## src/rtl/dmem_arbiter_pkg.sv

```systemverilog
`default_nettype none
// ============================================================================
// Module : dmem_arbiter_pkg
// Brief  : Shared constants for the data-memory arbiter: state encodings,
//          default sizing and pipeline address-legality bit ranges.
// Rev    : 1.0  initial release
// ============================================================================
package dmem_arbiter_pkg;

    localparam int c_DEF_STARVE_LIMIT = 4;
    localparam int c_DEF_ADDR_W       = 7;
    localparam int c_RAM_DEPTH        = 1 << c_DEF_ADDR_W;

    // Byte-address fields: [1:0] must be zero, word index starts at bit 2
    localparam int c_ALIGN_LSB = 0;
    localparam int c_ALIGN_MSB = 1;
    localparam int c_WORD_LSB  = 2;

    localparam logic [1:0] c_ST_NORM    = 2'd0;
    localparam logic [1:0] c_ST_STARVED = 2'd1;
    localparam logic [1:0] c_ST_INIT    = 2'd2;

    // Legal when word aligned and every bit above the word index is zero
    function automatic logic addr_legal(input logic [31:0] byte_addr, input int addr_w);
        logic [31:0] hi;
        hi = byte_addr >> (addr_w + c_WORD_LSB);
        return (byte_addr[c_ALIGN_MSB:c_ALIGN_LSB] == 2'b00) && (hi == 32'd0);
    endfunction

endpackage
`default_nettype wire

```

## src/rtl/dmem_starve_ctr.sv

```systemverilog
`default_nettype none
// ============================================================================
// Module : dmem_starve_ctr
// Brief  : Saturating count of consecutive denied loader cycles.
// Rev    : 1.0  initial release
// ============================================================================
module dmem_starve_ctr #(
    parameter int LIMIT = 4,
    parameter int CNT_W = 3
) (
    input  logic             clock,
    input  logic             reset,
    input  logic             inc,
    input  logic             clr,
    output logic [CNT_W-1:0] cnt
);

    localparam logic [CNT_W-1:0] c_MAX = CNT_W'(LIMIT);

    logic [CNT_W-1:0] r_cnt;

    always_ff @(posedge clock) begin
        if (reset || clr) begin
            r_cnt <= '0;
        end else if (inc && (r_cnt != c_MAX)) begin
            r_cnt <= r_cnt + 1'b1;
        end
    end

    assign cnt = r_cnt;

endmodule
`default_nettype wire

```

## src/rtl/dmem_arbiter.sv

```systemverilog
`default_nettype none
// ============================================================================
// Module : dmem_arbiter
// Brief  : Single-port data RAM arbiter between the pipeline MEM stage and
//          a program loader, with starvation relief and an init mode.
// Rev    : 1.0  initial release
// ============================================================================
module dmem_arbiter
    import dmem_arbiter_pkg::*;
#(
    parameter int STARVE_LIMIT = c_DEF_STARVE_LIMIT,
    parameter int ADDR_W       = c_DEF_ADDR_W
) (
    input  logic              clock,
    input  logic              reset,
    input  logic              ex_mem_readmem,
    input  logic              ex_mem_writemem,
    input  logic [31:0]       ex_mem_wbvalue,
    input  logic [31:0]       ex_mem_regb,
    input  logic              mem_ram_load,
    input  logic              ld_req,
    input  logic [ADDR_W-1:0] ld_addr,
    input  logic [31:0]       ld_data,
    output logic              ld_ack,
    output logic [ADDR_W-1:0] ram_addr,
    output logic [31:0]       ram_wdata,
    output logic              ram_wre,
    input  logic [31:0]       ram_rdata,
    output logic              mem_stall,
    output logic [31:0]       pipe_rdata,
    output logic              pipe_rvalid,
    output logic              mem_fault
);

    localparam int               c_CNT_W = $clog2(STARVE_LIMIT + 1);
    localparam logic [c_CNT_W-1:0] c_HIT = c_CNT_W'(STARVE_LIMIT - 1);

    logic              w_pipe_req;
    logic              w_is_store;
    logic              w_legal;
    logic              w_pipe_valid;
    logic [ADDR_W-1:0] w_word_addr;
    logic [1:0]        r_state;
    logic [1:0]        w_next_state;
    logic [1:0]        w_eff_state;
    logic              w_pipe_grant;
    logic              w_ld_grant;
    logic              w_stall;
    logic [c_CNT_W-1:0] w_cnt;
    logic              r_rvalid;
    logic              r_fault;

    assign w_pipe_req   = ex_mem_readmem | ex_mem_writemem;
    assign w_is_store   = ex_mem_writemem;
    assign w_legal      = addr_legal(ex_mem_wbvalue, ADDR_W);
    assign w_pipe_valid = w_pipe_req & w_legal;
    assign w_word_addr  = ex_mem_wbvalue[ADDR_W+1:c_WORD_LSB];

    // Init mode preempts arbitration in the very cycle it is requested
    assign w_eff_state  = mem_ram_load ? c_ST_INIT : r_state;

    always_ff @(posedge clock) begin
        if (reset) begin
            r_state <= c_ST_NORM;
        end else begin
            r_state <= w_next_state;
        end
    end

    // The counter is at LIMIT-1 when this denial makes it reach LIMIT
    always_comb begin
        w_next_state = r_state;
        if (mem_ram_load) begin
            w_next_state = c_ST_INIT;
        end else begin
            case (r_state)
                c_ST_NORM: begin
                    if (ld_req && !w_ld_grant && (w_cnt == c_HIT)) begin
                        w_next_state = c_ST_STARVED;
                    end
                end
                c_ST_STARVED: w_next_state = c_ST_NORM;
                c_ST_INIT:    w_next_state = c_ST_NORM;
                default:      w_next_state = c_ST_NORM;
            endcase
        end
    end

    // Illegal pipeline requests are never stalled; they only raise a fault
    always_comb begin
        w_pipe_grant = 1'b0;
        w_ld_grant   = 1'b0;
        w_stall      = 1'b0;
        if (!reset) begin
            case (w_eff_state)
                c_ST_INIT: begin
                    w_ld_grant = ld_req;
                    w_stall    = w_pipe_valid;
                end
                c_ST_STARVED: begin
                    if (ld_req) begin
                        w_ld_grant = 1'b1;
                        w_stall    = w_pipe_valid;
                    end else begin
                        w_pipe_grant = w_pipe_valid;
                    end
                end
                default: begin
                    w_pipe_grant = w_pipe_valid;
                    w_ld_grant   = ld_req & ~w_pipe_valid;
                end
            endcase
        end
    end

    assign ram_wre   = w_ld_grant | (w_pipe_grant & w_is_store);
    assign ram_addr  = w_ld_grant   ? ld_addr     :
                       w_pipe_grant ? w_word_addr : '0;
    assign ram_wdata = w_ld_grant                  ? ld_data     :
                       (w_pipe_grant & w_is_store) ? ex_mem_regb : '0;
    assign ld_ack    = w_ld_grant;
    assign mem_stall = w_stall;

    dmem_starve_ctr #(
        .LIMIT (STARVE_LIMIT),
        .CNT_W (c_CNT_W)
    ) u_starve_ctr (
        .clock (clock),
        .reset (reset),
        .inc   (ld_req & ~w_ld_grant),
        .clr   (~ld_req | w_ld_grant),
        .cnt   (w_cnt)
    );

    always_ff @(posedge clock) begin
        if (reset) begin
            r_rvalid <= 1'b0;
            r_fault  <= 1'b0;
        end else begin
            r_rvalid <= w_pipe_grant & ~w_is_store;
            r_fault  <= w_pipe_req & ~w_legal;
        end
    end

    // Gating with reset drops any pulse still in flight when reset arrives
    assign pipe_rvalid = r_rvalid & ~reset;
    assign mem_fault   = r_fault & ~reset;
    assign pipe_rdata  = pipe_rvalid ? ram_rdata : '0;

endmodule
`default_nettype wire

```

## config.mk

```make
export PLATFORM = sky130hd
export DESIGN_NAME = dmem_arbiter
export DESIGN_NICKNAME = d
export VERILOG_FILES = /design/src/rtl/dmem_arbiter_pkg.sv /design/src/rtl/dmem_starve_ctr.sv /design/src/rtl/dmem_arbiter.sv
export SDC_FILE = /design/constraint.sdc
export NUM_CORES = 1
export LEC_CHECK = 0
export BUFFER_PORTS_ARGS = -buffer_cell sky130_fd_sc_hd__buf_4
export CAP_MARGIN = 5
export CORE_AREA = 2 2 83 85
export CTS_CLUSTER_SIZE = 12
export DETAILED_ROUTE_END_ITERATION = 6
export DIE_AREA = 0 0 85 87
export SYNTH_ARGS = -nofsm -noshare
export SYNTH_HDL_FRONTEND = slang
export SYNTH_SLANG_ARGS = --single-unit
```

## constraint.sdc

```tcl
create_clock -name clock -period 4.7 [get_ports clock]
set_input_delay 0.47 -clock clock [delete_from_list [all_inputs] [get_ports clock]]
set_output_delay 0.47 -clock clock [all_outputs]
set_load 0.01 [all_outputs]
```

==> results of run 1 <==
[critical path, delay by kind of cell]
kind                     cells  cell delay, ns
AND/OR/NAND/NOR              2            0.50
adder cells (fa/ha/maj)      1            0.30
AO/OA/AOI/OAI                2            0.63
buffers and inverters        4            0.59
[cell usage in the layout (no fill, tap or decap)]
master,n
dfxtp_1,7
and2_1,32
ha_1,5
and3_1,1
a22o_1,32
nor4b_4,1
o41a_1,1
o21bai_1,1
a21oi_1,3
a2111oi_0,1
nand2_1,1
nand2b_1,4
nor2_1,6
o21ai_0,1
buf_4,220
nor2b_1,3
nor4_1,10
or2_2,1
or3_1,1
nor3_1,2
clkbuf_1,1
nand4_1,1
clkbuf_8,3
nand3b_1,1
inv_1,6
xnor2_1,1
a21boi_0,1
a32o_1,7
[registers in the layout, summed over array words and instances (netlist names)]
| register | cells |
|---|---|
| u_starve_ctr.cnt | 3 |
| r_state | 2 |
| r_fault | 1 |
| r_rvalid | 1 |
[logic make-up after synthesis]
| kind of cell | count (synthesis) | share of synthesized area (%) |
|---|---|---|
| flops | 7 | 13.02 |
| xor+xnor | 1 | 0.8141 |
| fa+ha+maj | 5 | 5.814 |
| compound gates | 47 | 37.67 |
| simple gates | 64 | 36.28 |
| buf+inv | 16 | 6.395 |
[Yosys cell counts (all sizes together) (2+ instances only)]
cell    number  area share (%)
a22o        32              26
and2        32              19
nor4        10             5.8
a32o         7             6.5
buf          7             3.3
dfxtp        7              13
inv          6             2.1
nor2         6             2.1
ha           5             5.8
nand2b       4             2.3
a21oi        3             1.4
clkbuf       3             1.0
nor2b        3             1.7
nor3         2            0.93
[worst paths after layout]
path	from	end	slack, ns
worst max-delay path	mem_ram_load	ram_wre	1.71
worst min-delay path	ex_mem_writemem	r_rvalid	0.44
worst min register to register	r_state[0]	r_state[0]	0.53
worst max register to register	r_state[1]	u_starve_ctr.cnt[2]	3.11
[layer usage]
| metal | routed length, µm | part of all wire (%) |
|---|---|---|
| met1 | 2120 | 35 |
| met5 | 0 | 0 |
| met4 | 42 | 0.69 |
| met2 | 3263 | 54 |
| met3 | 663 | 11 |
[final cells by class]
type	count	area, µm²	area share [%]
inverters	6	22.52	0.7944
clock buffers	4	45.04	1.589
repair buffers	220	1652	58.25
well taps	80	100.1	3.530
multi-input cells	117	875.8	30.89
flip-flops and latches	7	140.1	4.943
[power groups by stage]
stage	Sequential (mW)	Clock, mW	Combinational [mW]
6_report	0.0609	0.0843	0.152
2_1_floorplan	0.0618	0	0.0367
3_5_place_dp	0.0619	0	0.154
5_1_grt	0.0609	0.0899	0.164
3_3_place_gp	0.0619	0	0.152
4_1_cts	0.0609	0.0869	0.154
[per-stage QoR]
step | util (%) | total power [mW] | hold slack, ns | cell area [µm²]
finish | 43.16 | 0.2974 | 0.4432 | 2835
global route | 43.16 | 0.3143 | 0.4439 | 2835
CTS | 43.16 | 0.3019 | 0.4407 | 2835
detailed placement | 42.48 | 0.2156 | 0.5159 | 2790
global placement | 42.48 | 0.2138 | 0.5248 | 2790
floorplan | - | 0.09850 | 0.4768 | 1076
==> flow_summary.yaml, run 1 <==
status:
  status: "finished clean"
clocking:
  path_clk_slew_ns: 0.04
  cts_buffers: 3
  clockBufferDepth: 2
  postCtsResizedCells: 0
  clock_latency_ns: 0.23
  cts_setup_buffers: 0
  cts.sinks: 7
  clock-root-buffer: "clkbuf_8"
  postCtsHoldBufs: 0
  cts_max_level: 1
  cts_tree: "yes"
worst_setup_path:
  cpMostUsedCell: "buf_4"
  worstPathCellList: "buf_4, nor2_1, inv_1, ha_1, o21ai_0, o41a_1, buf_4, or2_2, buf_4"
  cp_slowest_stage_delay_ns: 0.43
  endpoint_kind: "primary output"
  cpMaxStageDelayCell: "o41a_1"
  worst-r2r-cell-count: 5
  crit_arrival_ns: 2.52
  cp_max_fo: 41
  crit_type: "input pin to primary output"
  critPathLaunchType: "input pin"
  cp_data_required_time_ns: 4.23
detailed_routing:
  drt_iter0_drc: 44
  wl_per_cell_um: 14.03
  routed_wl_mm: 6.091
  drc: 0
  dr.pass1.iters: 4
  ant_nets: 0
  vias: 1920
  via_per_inst: 4.424
grt:
  met1_usage_pct: 15.03
  grt_pass1_wl_mm: 8.466
  grtUsageMet3_pct: 3.697
  grt_use_met2_pct: 27.56
  antenna_found_initial: 0
  grt_use_total_pct: 14.14
  grt_pass1_vias: 1770
  busiest_layer: "met2"
  grt_overflow: 0
  grt_start_max_net_pins: 42
die:
  die_area_um2: 7395
  core_region_area_um2: 6569
  core.rowCount: 30
  die_x_um: 85
  ios: 217
  die_h_um: 87
  initial_core_util_pct: 16.38
timing:
  final-hold-violation-count: 0
  rsz0062_at_grt: "no"
  finalSetupViolCount: 0
  slew_headroom_pct: 32.69
  tns_ns: 0
  timing.final.crit_share_pct: 63.56
  drv_slew: 0
  tightest_slew_ns: 1.002
  fin_crit_ns: 2.987
  fmax_mhz: 334.7
  fin_ws_ns: 1.713
  clock_skew_ns: 0.005212
synthesis:
  synth_cells: 140
  syn_avg_cell_area_um2: 7.686
  yosys_register_bits: 7
  syn_area_um2: 1076
  yosysSeqAreaShare_pct: 13.02
  async_flop_share_pct: 0
  synth_flop_cell: "dfxtp_1"
  synth_edf_count: 0
  ys_warn_count: 0
  synth_fp_nets: 286
  synth_cell_types: 27
final_layout:
  finalNetCount: 501
  layout-area-overhead-vs-synth_pct: 163.5
  finalNonFillerCells: 434
  n_antenna_cell: 0
  drive_above_1_share_pct: 63.56
  fillers: 679
placed_design:
  place_hpwl_mm: 5.324
  port_buffers: 216
  gp_congestion: 0.7785
  preCtsSetupSlack_ns: 1.720
  place_inst: 430
worst_hold_path:
  hold_path_class: "input pin to flip-flop"
  hold_depth: 2
flow_run:
  maxCapViolCount: 0
pwr:
  combPwrFrac_pct: 51.2
  p_leak_nw: 1.522
  switching_power_uw: 73.17
  peakVddDrop_v: 0.00006694
  pwr-share-clk_pct: 28.3
  intPower_uw: 224.2
  power_density_nw_per_um2: 104.9
  pwr-share-seq_pct: 20.5
  swShare_pct: 24.61
Power figures use the tool's default switching activity.
==> inputs of run 2 (changes only) <==
- ABC_AREA: unset -> 1
- CORE_AREA: 2 2 83 85 -> 2 2 84 86
- DIE_AREA: 0 0 85 87 -> 0 0 86 88
- PLACE_DENSITY: unset -> 0.7
- clock period: 4.7 -> 2.6 ns (I/O delays scaled with it)
==> flow_summary.yaml, run 2 <==
status:
  status: "finished clean"
final_layout:
  stdcell_area_um2: 3441
  n_antenna_cell: 0
  layout_commonest_cell: "buf_4"
  layout-area-overhead-vs-synth_pct: 98.56
  finalNetCount: 672
  fillers: 667
  finalNonFillerCells: 605
  largest_register_ffs: 3
  drive_above_1_share_pct: 51.81
  layout_common_cells: "217 x buf_4, 65 x inv_1, 59 x nand2_1, 50 x nor2_1, 35 x nand4_1"
timing:
  drv_slew: 0
  tns_ns: 0
  slew_headroom_pct: 37.59
  clock_skew_ns: 0.003158
  fmax_mhz: 419.2
  rsz0062_at_grt: "no"
  fin_crit_ns: 2.386
  tightest_slew_ns: 0.9339
  timing.final.crit_share_pct: 91.76
  finalSetupViolCount: 0
  final-hold-violation-count: 0
worst_setup_path:
  reg2reg_to: "u_starve_ctr.cnt[2]"
  endpoint_kind: "primary output"
  worst-r2r-cell-count: 11
  crit_type: "flip-flop to primary output"
  critPathLaunchType: "flip-flop"
  r2r_start: "r_state[1]"
  ff2ff_setup_slack_ns: 0.55
  cp_data_required_time_ns: 2.34
  cp_max_fo: 19
  crit_arrival_ns: 2.13
worst_hold_path:
  hold_path_class: "input pin to flip-flop"
  hold_depth: 2
  hold_start: "reset"
  whs_endpoint: "r_state[1]"
grt:
  grt_pass1_vias: 2336
  grt_start_max_net_pins: 75
  grt_pass1_wl_mm: 9.653
  antenna_found_initial: 0
  grt_overflow: 0
  grt_use_total_pct: 15.41
clocking:
  cts_max_level: 1
  path_clk_slew_ns: 0.04
  cts_tree: "yes"
  cts.sinks: 7
  clock_latency_ns: 0.23
  postCtsHoldBufs: 0
  cts_buffers: 3
  clock-root-buffer: "clkbuf_8"
  clockBufferDepth: 2
die:
  ios: 217
  die_x_um: 86
  die_area_um2: 7568
  die_h_um: 88
  core.rowCount: 30
  core_region_area_um2: 6644
  initial_core_util_pct: 26.08
pwr:
  power_density_nw_per_um2: 188.7
  p_leak_nw: 2.205
  power_uw: 649.1
  peakVddDrop_v: 0.00007775
synthesis:
  synth_edf_count: 0
  syn_area_um2: 1733
  synth-compound-area-share_pct: 15.23
  synth_common_cells: "65 x inv_1, 59 x nand2_1, 51 x nor2_1, 35 x nand4_1, 19 x inv_2"
  synth_fp_nets: 466
  synth_cell_types: 27
  syn_avg_cell_area_um2: 5.415
  synth_flop_cell: "dfxtp_1"
  synth_cells: 320
  yosysSeqAreaShare_pct: 8.087
  muxShareOfSynthArea_pct: 0
  synth_top_cell_area_share_pct: 14.08
  synth-simple-area-share_pct: 44.55
  async_flop_share_pct: 0
  post-synth-top-count-cell: "inv_1"
  ys_top_cells_by_area: "inv_1 14%, nand2_1 13%, nand4_1 13%, nor2_1 11%, dfxtp_1 8.1%"
  ys_warn_count: 0
  yosys_register_bits: 7
  synthXorXnorAreaFrac_pct: 0
  synth_top_family_by_area: "simple AND/OR/NAND/NOR gates"
  synthAdderAreaFrac_pct: 3.610
  yosysTopAreaCell: "inv_1"
placed_design:
  place_hpwl_mm: 5.440
  placed_area_um2: 3303
  port_buffers: 216
  gp_congestion: 0.7807
  place_inst: 597
detailed_routing:
  via_per_inst: 4.473
  ant_nets: 0
  vias: 2706
  dr.pass1.iters: 6
  routed_wl_mm: 7.270
  drc: 0
  drt_iter0_drc: 59
  wl_per_cell_um: 12.02
flow_run:
  maxCapViolCount: 0
==> run 2: cell count changes in the layout (fill, tap and decap cells not counted), moves of 5 or more <==
| cell | before | now |
|---|---|---|
| o21ai_1 | 0 | 16 |
| nor2_1 | 6 | 50 |
| nand2_1 | 1 | 59 |
| inv_1 | 6 | 65 |
| nand4_1 | 1 | 35 |
| inv_2 | 0 | 19 |
| nor2_2 | 0 | 5 |
| a22o_1 | 32 | 0 |
| and2_1 | 32 | 0 |
| o21ai_2 | 0 | 15 |
| nand3_1 | 0 | 7 |
| nor4_1 | 10 | 0 |
| a32o_1 | 7 | 0 |
==> run 2: timing repair <==
item	CTS	global route
endpoints found under the setup margin	0	40
buffers inserted	0	0
gates resized for setup	0	4
==> run 2: kinds of logic (layout without fill, tap and decap cells) <==
group / after synthesis / in the layout
simple gates: 165 / 166
buf+inv: 105 / 309
compound gates: 38 / 38
flops: 7 / 7
fa+ha+maj: 5 / 5
==> run 2: layout make-up <==
type / count / area [µm²] / share of cell area (%)
timing repair buffer: 221 / 1710 / 49.71
clock buffer: 4 / 45.04 / 1.309
inverter: 84 / 315.3 / 9.164
multi-input combinational: 209 / 1130 / 32.84
tap: 80 / 100.1 / 2.909
sequential: 7 / 140.1 / 4.073
==> run 2: worst max-delay path by stage <==
| stage | cells after the start | start | end | slack [ns] |
|---|---|---|---|---|
| after floorplan | 12 | r_state[0] | ram_addr[1] | 0.70 |
| after global placement | 11 | mem_ram_load | ram_wdata[0] | 0.25 |
| after detailed placement | 11 | mem_ram_load | ram_wdata[0] | 0.20 |
| after CTS | 10 | r_state[1] | ram_wdata[0] | 0.02 |
| after global routing | 12 | r_state[1] | ram_addr[0] | 0.02 |
| final | 12 | r_state[1] | ram_wdata[0] | 0.21 |
==> run 2: through the flow <==
step | hold slack [ns] | utilization [%] | setup WS [ns]
2_1_floorplan | 0.3312 | - | 0.7017
3_3_place_gp | 0.4664 | 49.72 | 0.2534
3_5_place_dp | 0.4722 | 49.72 | 0.1958
4_1_cts | 0.2441 | 50.40 | 0.02174
5_1_grt | 0.2506 | 51.79 | 0.02165
6_report | 0.2410 | 51.79 | 0.2143
==> run 2: power breakdown <==
part	switching, mW	internal, mW
sequential	0.000419	0.110
clock	0.0515	0.106
combinational	0.160	0.221
total	0.212	0.437
==> run 2: routing by layer <==
| layer | GRT usage [%] | part of all wire, % | vias to the layer above |
|---|---|---|---|
| met5 | 0 | 0 | - |
| met4 | 4.762 | 1.2 | 0 |
| met3 | 3.582 | 9.8 | 13 |
| met2 | 31.29 | 53 | 138 |
| met1 | 15.29 | 36 | 1161 |
| li1 | - | - | 1394 |
==> run 2: critical path, cell delays in order, from the launching register on <==
cell and delay (ns):
dfxtp_1 0.29, nor2_1 0.17, inv_1 0.10, ha_4 0.30, inv_1 0.04, nor2_1 0.09
nand4_1 0.17, nand2_4 0.20, buf_12 0.17, nand2_1 0.06, o21ai_1 0.08, inv_1 0.07
buf_4 0.14
==> inputs of run 3 (changes only) <==
- clock period: 2.6 -> 1.9 ns (I/O delays scaled with it)
==> flow_summary.yaml, run 3 (synthesis gave the netlist of run 2 again) <==
timing:
  fin_ws_ns: -0.3488
  slew_headroom_pct: 70.73
  fmax_mhz: 444.7
  fin_crit_ns: 2.249
  rsz0062_at_grt: "yes"
  whs_ns: 0.1636
  tightest_slew_ns: 0.4374
  timing.final.crit_share_pct: 118.4
  final-hold-violation-count: 0
  finalSetupViolCount: 44
  drv_slew: 0
  clock_skew_ns: 0.0005406
worst_setup_path:
  worst-r2r-cell-count: 14
  r2r_start: "r_state[0]"
  ff2ff_setup_slack_ns: -0.12
  reg2reg_to: "u_starve_ctr.cnt[2]"
  path_delay_family: "buffers and inverters"
  path_depth: 14
  cp_max_fo: 5
  crit_arrival_ns: 2.06
  cpMostUsedCell: "inv_2"
  cp_data_required_time_ns: 1.71
  critPathLaunchType: "flip-flop"
  crit_buf_inv: 7
  cp_slowest_stage_delay_ns: 0.32
  endpoint_kind: "primary output"
  crit_type: "flip-flop to primary output"
  worstPathCellList: "inv_2, nor2_4, inv_2, ha_4, inv_2, nor2_2, nand4_1, nand2_4, buf_6, clkbuf_16, nand2_2, o21ai_1, inv_1, buf_6"
  cpMaxStageDelayCell: "dfxtp_2"
grt:
  grt_pass1_wl_mm: 12.14
  antenna_found_initial: 0
  grt_overflow: 0
  grt_start_max_net_pins: 35
  grt_pass1_vias: 2662
  grt_use_total_pct: 19.60
die:
  core_region_area_um2: 6644
  ios: 217
  die_h_um: 88
  die_x_um: 86
  die_area_um2: 7568
  initial_core_util_pct: 26.08
  core.rowCount: 30
final_layout:
  n_antenna_cell: 0
  fin_util_pct: 64.14
  finalNonFillerCells: 635
  layout_common_cells: "193 x buf_4, 59 x inv_1, 48 x nor2_1, 43 x buf_6, 35 x nand4_1"
  stdcell_area_um2: 4262
  drive_above_1_share_pct: 65.23
  finalNetCount: 702
  layout-area-overhead-vs-synth_pct: 145.9
  layout_commonest_cell: "buf_4"
  largest_register_ffs: 3
detailed_routing:
  via_per_inst: 4.529
  dr.pass1.iters: 6
  top_layer_used: "met4"
  vias: 2876
  wl_met2_mm: 4.621
  drc: 1
  wl_met3_um: 785
  wl_per_cell_um: 13.41
  wl_met1_mm: 2.960
  routed_wl_mm: 8.516
  drt_iter0_drc: 69
  ant_nets: 0
pwr:
  power_density_nw_per_um2: 249.8
  swShare_pct: 33.15
  pwr-share-clk_pct: 20.4
  combPwrFrac_pct: 65.4
  peakVddDrop_v: 0.0001244
  pwr-share-seq_pct: 14.2
  p_leak_nw: 2.491
  intPower_uw: 711.6
  switching_power_uw: 352.8
status:
  violations: "design-rule violations, negative setup slack"
  status: "finished, violations left"
clocking:
  path_clk_slew_ns: 0.04
  cts_tree: "yes"
  cts.sinks: 7
  clock-root-buffer: "clkbuf_8"
  cts_buffers: 3
  clock_latency_ns: 0.23
  clockBufferDepth: 2
  cts_max_level: 1
  postCtsHoldBufs: 0
worst_hold_path:
  hold_start: "reset"
  hold_depth: 2
  whs_endpoint: "r_state[1]"
  hold_path_class: "input pin to flip-flop"
placed_design:
  place_inst: 607
  port_buffers: 216
  gp_congestion: 0.7550
  place_hpwl_mm: 5.679
  preCtsSetupSlack_ns: -0.3341
  placed_area_um2: 3403
flow_run:
  maxCapViolCount: 0
run 3: changes by cell type in the layout (fill, tap and decap cells not counted), sizes merged:
cell	delta
buf	+29
clkbuf	+1
run 3: power by group through the flow:
stage | Combinational (mW) | Sequential [mW] | Clock (mW)
global placement | 0.507 | 0.153 | 0
floorplan | 0.197 | 0.153 | 0
finish | 0.696 | 0.152 | 0.217
global route | 0.743 | 0.152 | 0.227
detailed placement | 0.513 | 0.153 | 0
CTS | 0.645 | 0.151 | 0.217
run 3: timing repair:
action                     CTS  global route
setup buffers               17             4
gates resized for setup     70            66
cloned                       8             3
pin swaps                   12            19
setup endpoints to repair   45            45
hold endpoints to repair     0             0
run 3: layout make-up:
class                   instances  area (µm²)
flip-flops and latches          7       142.6
repair buffers                251        2278
inverters                      84       325.3
fillers                       605        2382
well taps                      80       100.1
multi-input cells             209        1370
clock buffers                   4       45.04
run 3: routing by layer:
layer	GRT usage (%)	vias up
li1	-	1459
met1	20.95	1250
met2	38.27	152
met3	4.336	15
met4	5.628	0
met5	0	-
run 3: how the worst max path moves through the flow:
stage | from | endpoint
5_1_grt | r_state[0] | ram_wdata[30]
4_1_cts | r_state[1] | ram_addr[5]
6_report | r_state[0] | ram_wdata[30]
3_5_place_dp | r_state[0] | ram_wdata[0]
3_3_place_gp | r_state[0] | ram_wdata[0]
2_1_floorplan | r_state[0] | ram_addr[1]
run 3: stage by stage:
| stage | setup TNS, ns | power [mW] |
|---|---|---|
| floorplan | 0 | 0.3500 |
| global placement | -9.261 | 0.6599 |
| detailed placement | -11.14 | 0.6666 |
| CTS | -15.19 | 1.013 |
| global route | -18.74 | 1.122 |
| finish | -12.89 | 1.064 |
